[src/rtl/uart_cmd_decoder_if.sv]
// rtl/uart_cmd_decoder_if.sv - RX FIFO pop and uart_tx start/busy handshake bundle
interface uart_cmd_decoder_if;
  logic [7:0] rx_data;
  logic [8:0] rx_count;
  logic       rx_pop;
  logic [7:0] tx_data;
  logic       tx_start;
  logic       tx_busy;

  modport master (
    input  rx_data,
    input  rx_count,
    output rx_pop,
    output tx_data,
    output tx_start,
    input  tx_busy
  );

  modport slave (
    output rx_data,
    output rx_count,
    input  rx_pop,
    input  tx_data,
    input  tx_start,
    output tx_busy
  );
endinterface

[src/rtl/uart_cmd_decoder.sv]
// rtl/uart_cmd_decoder.sv - 5-byte command frame parser driving an 8x8 register file
module uart_cmd_decoder #(
  parameter int         TIMEOUT   = 600000,
  parameter logic [7:0] SYNC_BYTE = 8'hA5
) (
  input  logic                 clk,
  input  logic                 resetn,
  uart_cmd_decoder_if.master   bus,
  output logic [7:0]           led,
  output logic [7:0]           err_count
);

  localparam logic [7:0]  CMD_WR     = 8'h57;
  localparam logic [7:0]  CMD_RD     = 8'h52;
  localparam logic [7:0]  RSP_ACK    = 8'h06;
  localparam logic [7:0]  RSP_NAK    = 8'h15;
  localparam logic [19:0] TIMER_LAST = 20'(TIMEOUT - 1);

  typedef enum logic [3:0] {
    S_IDLE,
    S_GET_CMD,
    S_GET_ADDR,
    S_GET_DATA,
    S_GET_SUM,
    S_EXEC,
    S_RESP_WAIT,
    S_RESP_PULSE,
    S_RESP_GUARD
  } state_t;

  state_t      state;
  state_t      state_next;
  logic        pop_gap;
  logic [19:0] timer;
  logic [7:0]  cmd_q;
  logic [7:0]  addr_q;
  logic [7:0]  data_q;
  logic [7:0]  sum_q;
  logic [7:0]  regs [8];
  logic [7:0]  resp_b0;
  logic [7:0]  resp_b1;
  logic        resp_two;
  logic        resp_idx;
  logic [7:0]  tx_data_q;

  logic        consuming;
  logic        get_state;
  logic        pop;
  logic        timeout;
  logic        frame_ok;
  logic        err_inc;

  always_comb begin
    consuming = 1'b0;
    get_state = 1'b0;
    case (state)
      S_IDLE:                                     consuming = 1'b1;
      S_GET_CMD, S_GET_ADDR, S_GET_DATA, S_GET_SUM: begin
        consuming = 1'b1;
        get_state = 1'b1;
      end
      default: ;
    endcase
  end

  // rx_count lags a pop by one cycle, so every pop is followed by a dead cycle
  assign pop      = consuming && (bus.rx_count != 9'd0) && !pop_gap;
  assign timeout  = get_state && !pop && (timer == TIMER_LAST);
  assign frame_ok = (sum_q == (cmd_q ^ addr_q ^ data_q)) &&
                    ((cmd_q == CMD_WR) || (cmd_q == CMD_RD)) &&
                    (addr_q[7:3] == 5'd0);
  assign err_inc  = ((state == S_EXEC) && !frame_ok) || timeout;

  assign bus.rx_pop   = pop;
  assign bus.tx_start = (state == S_RESP_PULSE);
  assign bus.tx_data  = tx_data_q;
  assign led          = regs[0];

  always_ff @(posedge clk or negedge resetn) begin
    if (!resetn) state <= S_IDLE;
    else         state <= state_next;
  end

  always_comb begin
    state_next = state;
    case (state)
      S_IDLE:       if (pop && (bus.rx_data == SYNC_BYTE)) state_next = S_GET_CMD;
      S_GET_CMD:    if (pop) state_next = S_GET_ADDR; else if (timeout) state_next = S_IDLE;
      S_GET_ADDR:   if (pop) state_next = S_GET_DATA; else if (timeout) state_next = S_IDLE;
      S_GET_DATA:   if (pop) state_next = S_GET_SUM;  else if (timeout) state_next = S_IDLE;
      S_GET_SUM:    if (pop) state_next = S_EXEC;     else if (timeout) state_next = S_IDLE;
      S_EXEC:       state_next = S_RESP_WAIT;
      S_RESP_WAIT:  if (!bus.tx_busy) state_next = S_RESP_PULSE;
      S_RESP_PULSE: state_next = S_RESP_GUARD;
      // tx_busy is ignored here because uart_tx raises it a cycle after tx_start
      S_RESP_GUARD: state_next = (resp_two && !resp_idx) ? S_RESP_WAIT : S_IDLE;
      default:      state_next = S_IDLE;
    endcase
  end

  always_ff @(posedge clk or negedge resetn) begin
    if (!resetn) begin
      pop_gap   <= 1'b0;
      timer     <= '0;
      cmd_q     <= '0;
      addr_q    <= '0;
      data_q    <= '0;
      sum_q     <= '0;
      resp_b0   <= '0;
      resp_b1   <= '0;
      resp_two  <= 1'b0;
      resp_idx  <= 1'b0;
      tx_data_q <= '0;
      err_count <= '0;
      for (int i = 0; i < 8; i++) regs[i] <= '0;
    end else begin
      pop_gap <= pop;

      if (!get_state || pop || timeout) timer <= '0;
      else                              timer <= timer + 20'd1;

      if (pop) begin
        case (state)
          S_GET_CMD:  cmd_q  <= bus.rx_data;
          S_GET_ADDR: addr_q <= bus.rx_data;
          S_GET_DATA: data_q <= bus.rx_data;
          S_GET_SUM:  sum_q  <= bus.rx_data;
          default: ;
        endcase
      end

      if (state == S_EXEC) begin
        if (frame_ok && (cmd_q == CMD_WR)) regs[addr_q[2:0]] <= data_q;
        resp_b0  <= frame_ok ? RSP_ACK : RSP_NAK;
        resp_b1  <= regs[addr_q[2:0]];
        resp_two <= frame_ok && (cmd_q == CMD_RD);
        resp_idx <= 1'b0;
      end

      if ((state == S_RESP_WAIT) && !bus.tx_busy)
        tx_data_q <= resp_idx ? resp_b1 : resp_b0;

      if (state == S_RESP_GUARD) resp_idx <= 1'b1;

      if (err_inc && (err_count != 8'hFF)) err_count <= err_count + 8'd1;
    end
  end

endmodule

[src/flat_wrapper.sv]
// flat-port wrapper written by rule: the top's interface ports become plain ports
module uart_cmd_decoder_flat 
#(
  parameter int         TIMEOUT   = 600000,
  parameter logic [7:0] SYNC_BYTE = 8'hA5
)
  (clk, resetn, led, err_count, bus_rx_data, bus_rx_count, bus_rx_pop, bus_tx_data, bus_tx_start, bus_tx_busy);
  uart_cmd_decoder_if bus_i ();
  input  logic clk;
  input  logic resetn;
  output logic [7:0] led;
  output logic [7:0] err_count;
  input wire logic [$bits(bus_i.rx_data)-1:0] bus_rx_data;
  input wire logic [$bits(bus_i.rx_count)-1:0] bus_rx_count;
  output wire logic [$bits(bus_i.rx_pop)-1:0] bus_rx_pop;
  output wire logic [$bits(bus_i.tx_data)-1:0] bus_tx_data;
  output wire logic [$bits(bus_i.tx_start)-1:0] bus_tx_start;
  input wire logic [$bits(bus_i.tx_busy)-1:0] bus_tx_busy;
  assign bus_i.rx_data = bus_rx_data;
  assign bus_i.rx_count = bus_rx_count;
  assign bus_rx_pop = bus_i.rx_pop;
  assign bus_tx_data = bus_i.tx_data;
  assign bus_tx_start = bus_i.tx_start;
  assign bus_i.tx_busy = bus_tx_busy;
  uart_cmd_decoder #(.TIMEOUT(TIMEOUT), .SYNC_BYTE(SYNC_BYTE)) u_core (.clk(clk), .resetn(resetn), .bus(bus_i), .led(led), .err_count(err_count));
endmodule
[config.mk]
export PLATFORM = sky130hd
export DESIGN_NAME = uart_cmd_decoder_flat
export DESIGN_NICKNAME = d
export VERILOG_FILES = /design/src/rtl/uart_cmd_decoder_if.sv /design/src/rtl/uart_cmd_decoder.sv /design/src/flat_wrapper.sv
export SDC_FILE = /design/constraint.sdc
export NUM_CORES = 1
export LEC_CHECK = 0
export BUFFER_PORTS_ARGS = -buffer_cell sky130_fd_sc_hd__buf_2
export CAP_MARGIN = 20
export CORE_ASPECT_RATIO = 0.8
export CORE_MARGIN = 2
export CORE_UTILIZATION = 55
export DETAILED_ROUTE_END_ITERATION = 10
export PLACE_DENSITY_LB_ADDON = 0.05
export SLEW_MARGIN = 10
export SYNTH_ARGS = -nofsm -noshare
export SYNTH_HDL_FRONTEND = slang
export SYNTH_SLANG_ARGS = --single-unit
[constraint.sdc]
create_clock -name clk -period 2.45 [get_ports clk]
set_input_delay 0.49 -clock clk [delete_from_list [all_inputs] [get_ports clk]]
set_output_delay 0.49 -clock clk [all_outputs]
set_load 0.05 [all_outputs]
# Yosys cells after proc, flatten, opt, wreduce, memory -nomap -nowiden
# Index checks and enable logic that the tools add are counted.
# classes
n_addsub,2
n_lt_le_gt_ge,2
eq_ne,16
mux,22
bitwise,3
reduce_logical,36
# op_table
cell,n
64-bit bitwise mux,1
4-bit one-hot mux with 9 select lines,1
8-bit 2-to-1 mux,4
4-bit 2-to-1 mux,7
8-bit binary-select mux with 3-bit select,1
8-bit demux with 3-bit select,1
"20-bit by 1-bit adder with 20-bit output, second input constant",1
"20-bit == test, second input constant",1
20-bit 2-to-1 mux,1
"4-bit by 3-bit == test with 1-bit output, second input constant",4
"8-bit by 7-bit == test with 1-bit output, second input constant",2
8-bit XOR,2
1-bit logical AND,14
2-bit AND reduction,6
9-bit nonzero test,1
"8-bit by 1-bit adder with 8-bit output, second input constant",1
"4-bit by 2-bit == test with 1-bit output, second input constant",2
8-bit == test,1
"8-bit == test, second input constant",1
"8-bit != test, second input constant",1
1-bit logical NOT,6
5-bit logical NOT,1
5-bit 2-to-1 mux,1
5-bit OR reduction,1
other kinds (13),19
# totals
regBits,155
in_bits,20
out_inout_bits,26

# Logic depth before layout (Yosys ltp)
# depth
word_depth,11
mapped_depth,9

# Worst setup path before layout
# Ideal clock, no wire load.
# synth_timing
path_kind,reg2reg
start,register u_core.state[3]
end,register u_core.regs[10] in the netlist's numbering
setup_time_ps,125
arrival_time_ps,2359
required_ps,2325
slack_ps,-34
path_stages_with_launch,9
n_path_buf,3
synth_period_minus_slack_ps,2484
cell_sequence,dfrtp_1 > buf_2 > nand2b_4 > or2_1 > or3_1 > buf_2 > or4b_1 > buf_6 > mux2_4
# synth_via
elab_chain_cells,2
# synth_rtl
item,line,source
start: declaration,uart_cmd_decoder.sv:31,state_t state;
start signal: assignment,uart_cmd_decoder.sv:81,else state <= state_next;
4-bit by 3-bit == test with 1-bit output,uart_cmd_decoder.sv:132,if (state == S_EXEC) begin
2-bit AND reduction (no source line),--,
end signal: indexed assignment,uart_cmd_decoder.sv:133,if (frame_ok && (cmd_q == CMD_WR)) regs[addr_q[2:0]] <= data_q;
end: declaration,uart_cmd_decoder.sv:39,logic [7:0] regs [8];
# No other way between the ends.
# A chain may end at the register's enable or synchronous reset.

# Final worst setup path
# layout_timing
start,register u_core.addr_q[3]
end,register u_core.regs[11] in the netlist's numbering
# layout_via
elab_chain_cells,7
elab_cells_between_ends,8
classes_between,eq/ne: 1; bitwise: 2; reduce/logical: 5
# layout_rtl
item,line,source
start: declaration,uart_cmd_decoder.sv:36,logic [7:0] addr_q;
start signal: assignment,uart_cmd_decoder.sv:125,S_GET_ADDR: addr_q <= bus.rx_data;
8-bit XOR (2 in a row),uart_cmd_decoder.sv:69,assign frame_ok = (sum_q == (cmd_q ^ addr_q ^ data_q)) &&
8-bit == test,uart_cmd_decoder.sv:69,
1-bit logical AND,uart_cmd_decoder.sv:69,
1-bit logical AND *,uart_cmd_decoder.sv:70,((cmd_q == CMD_WR) || (cmd_q == CMD_RD)) &&
1-bit logical AND *,uart_cmd_decoder.sv:133,
2-bit AND reduction (no source line) *,--,
# Mark *: on every way between the ends. The rest lies on a longest branch, timed or not.

==> summary.txt <==
clk root buf: clkbuf_16
Max VDD drop: 780 uV
synthesized cell area: 7290 um^2
clock latency on the worst-skew pair: 0.42 ns
CTS Buf Count: 17
Top Layer Used: met4
routed wire length: 16.1 mm
Worst Setup End Kind: flip-flop
PwrDens: 1100 nW/um^2
Clock Skews: 0.00786 ns
share of cells above drive strength 1: 26.4%
synth top area cells: dfrtp_1 (52%), mux2_1 (13%), mux2_4 (4.9%)
period utilization: 101%
Synth Area in Adders: 0.343%
Clock Tree Buf Depth: 2
Avg Vias per Cell: 5.53
count of non-filler cells in the finished layout: 877
Mean Syn Cell Area: 12.0 um^2
min-delay worst type: in -> reg
Starting DRT DRC Count: 317
Hold Path Sink: u_core.data_q[0]
First-pass DRT Iterations: 4
placed instance count: 838
largest net degree at the start of global routing: 56
CTS sink cnt: 150
vias in the first global route: 4821
io pins: 46
Slew Limit Fails: 0
WL per Instance: 18.3 um
Reg2Reg Setup Slack: -0.02 ns
final worst-path setup slack: -0.0163 ns
register area: 3750 um^2
mux contribution to synthesized area: 19.9%
placed instance area: 7970 um^2
status: finished with violations
Yosys warning count: 0
critical path required time: 2.75 ns
R2R depth: 7
ant diodes: 0
Buf+Inv Stages, Crit Path: 2
first-pass GRT wire length: 26.3 mm
I/O Buffers: 45
area grow syn2layout: 19.9%
number of placement rows: 37
CP max FO: 5
DRC: 0
Multi-input gate area: 3380 um^2
Post-Syn Nets: 629
FFs w/ async S/R, synth: 100%
Slew @ Worst Pin: 0.937 ns
CP arrival: 2.77 ns
RSZ-0062 raised after global routing: true
Worst Hold Launch: bus_rx_data[0]
Worst path slowest cell: or4_4
post-synthesis simple-gate area fraction: 13.6%
Layout fillers: 968
Crit path largest cell delay: 0.54 ns
Slew headroom: 37.3%
htree depth: 4
worst reg2reg endpoint: u_core.regs[11]
CP top delay family: simple AND/OR/NAND/NOR gates
Final nets: 711
crit-path cells: or4_4, nor4_2, buf_4, nand3_4, or4b_4, buf_6, mux2_4
routed wire length on met2: 7.03 mm
CTS tree: built
Achievable Freq: 405 MHz
EDFF count, synth: 0
Routed Antenna Nets: 0
Initial Util: 56.4%
critical path launch point type: flip-flop
die width: 133 um
register area share after synthesis: 51.5%
Setup violations, final: 13
minimum clock period after layout: 2.47 ns
fin area: 8740 um^2
gpl congestion: 0.860
failing checks: setup timing
floorplan core area: 12900 um^2
P_leak: 4.13 nW
WL met1: 8.31 mm
grt ovf: 0
Yosys top cell by area: dfrtp_1
Synth Area in Compound Gates: 5.91%
Clock transition at path regs: 0.06 ns
die area: 14200 um^2
top_reg_cell synth: dfrtp_1
Synth top area share: 51.5%
HPWL after DPL: 11.1 mm
post-synthesis cell count: 607
CP Class: reg -> reg
max-cap viol count: 0
Hold Path Stages: 2
GRT Overall Usage: 24.3%
Final Hold Fails: 0
synth unique cells: 57
worst r2r src: u_core.addr_q[3]
Via Count: 4850
main combinational cell family by area after synthesis: multiplexers
met3 WL: 627 um
initial antenna violation count: 0
Die Ht: 107 um
synthesis-stage register bit count: 150
Synth Area in XOR/XNOR: 5.41%
## timing repair
item                                    CTS  global route
gates cloned                              0             1
pin swaps                                 1             7
hold buffers                              1             0
setup buffers                             1             3
hold endpoints to repair                  7             0
endpoints found under the setup margin   29            62
gates resized for setup                   6            16
## cells by family after synthesis
kind of cell,Yosys count
compound gates,67
xor+xnor,45
mux,120
fa+ha+maj,2
simple gates,172
flops,150
buf+inv,51
## power by group
part	switching (mW)	internal, mW	total, mW
registers	0.399	2.97	3.36
logic	2.15	1.43	3.58
clock network	1.00	1.66	2.66
total	3.55	6.06	9.61
## sequential cells by signal, indices dropped and copies added, names as in the netlist
signal              flops
u_core.addr_q           8
u_core.bus.tx_data      8
u_core.cmd_q            8
u_core.data_q           8
u_core.err_count        8
u_core.led              8
u_core.pop_gap          1
u_core.regs            56
u_core.resp_b0          3
u_core.resp_b1          8
u_core.resp_idx         1
u_core.resp_two         1
u_core.state            4
u_core.sum_q            8
u_core.timer           20
## Yosys cell counts, types with 2 or more instances
cell / count
dfrtp_1: 150
mux2_1: 82
nor2_1: 51
nand2_1: 33
xnor2_1: 28
mux2_4: 24
clkbuf_1: 23
nand3_1: 20
o21ai_1: 20
xor2_1: 17
a21oi_1: 15
mux2i_1: 12
and3_1: 10
buf_2: 9
buf_4: 9
or3_1: 8
a31oi_1: 7
nor2b_1: 7
a22o_1: 6
inv_1: 6
nand4_1: 6
a22oi_1: 4
nor3_1: 4
and4_1: 3
nand2b_1: 3
nand3b_1: 3
nor4_4: 3
nor4bb_1: 3
or4_1: 3
a221oi_1: 2
a41oi_1: 2
ha_1: 2
mux4_2: 2
nor4_2: 2
nor4b_1: 2
nor4b_4: 2
o211ai_1: 2
o21ai_0: 2
or2_1: 2
## worst reg2reg max path, cell delays in order, from the launching register on
cell	delay [ns]
dfrtp_1	0.40
or4_4	0.54
nor4_2	0.16
buf_4	0.18
nand3_4	0.09
or4b_4	0.53
buf_6	0.16
mux2_4	0.30
## layer usage
| layer | track usage (%) | vias to the layer above |
|---|---|---|
| met4 | 4.61 | 0 |
| met3 | 5.82 | 10 |
| met2 | 35.0 | 87 |
| met5 | 0 | - |
| met1 | 37.6 | 2430 |
| li1 | - | 2323 |
## worst max-delay path by stage
stage / from / to / cells after the start
6_report: u_core.addr_q[3] / u_core.regs[11] / 7
3_5_place_dp: u_core.addr_q[5] / u_core.regs[11] / 7
4_1_cts: u_core.addr_q[3] / u_core.regs[11] / 7
3_3_place_gp: bus_rx_count[4] / u_core.err_count[1] / 7
5_1_grt: u_core.addr_q[4] / u_core.regs[30] / 10
2_1_floorplan: u_core.state[3] / u_core.regs[10] / 8
## per-stage QoR
stage	power (mW)	setup slack (ns)	TNS (ns)	utilization, %	hold WS [ns]
finish	9.61	-0.0163	-0.117	67.7	0.346
global route	10.1	-0.132	-2.70	67.7	0.340
floorplan	5.79	0.00129	0	-	0.194
detailed placement	6.84	-0.0675	-0.755	61.7	0.445
global placement	6.77	-0.0453	-0.656	61.7	0.442
CTS	9.58	-0.0556	-0.832	66.8	0.334
## cell type report
cell class,instances,area share (%)
Clock buffer,25,5.90
Clock inverter,7,1.05
Inverter,8,0.344
Multi-Input combinational cell,407,38.6
Sequential cell,150,43.0
Tap cell,175,2.51
Timing Repair Buffer,105,8.61
## placed cells by master (no fill, tap or decap), types with 6 or more instances in the layout
master,instances
a22o_1,6
mux2_1,80
buf_2,44
nand3_1,20
clkbuf_16,17
nand2_1,32
nor2b_1,7
a31oi_1,7
o21ai_1,20
buf_6,9
a21oi_1,15
clkbuf_8,6
mux2i_1,12
dfrtp_1,149
buf_4,48
xor2_1,17
nand4_1,6
xnor2_1,26
nor2_1,51
or3_1,6
and3_1,10
inv_1,6
mux2_4,26
Note: power is estimated with default switching activity, not from simulation.
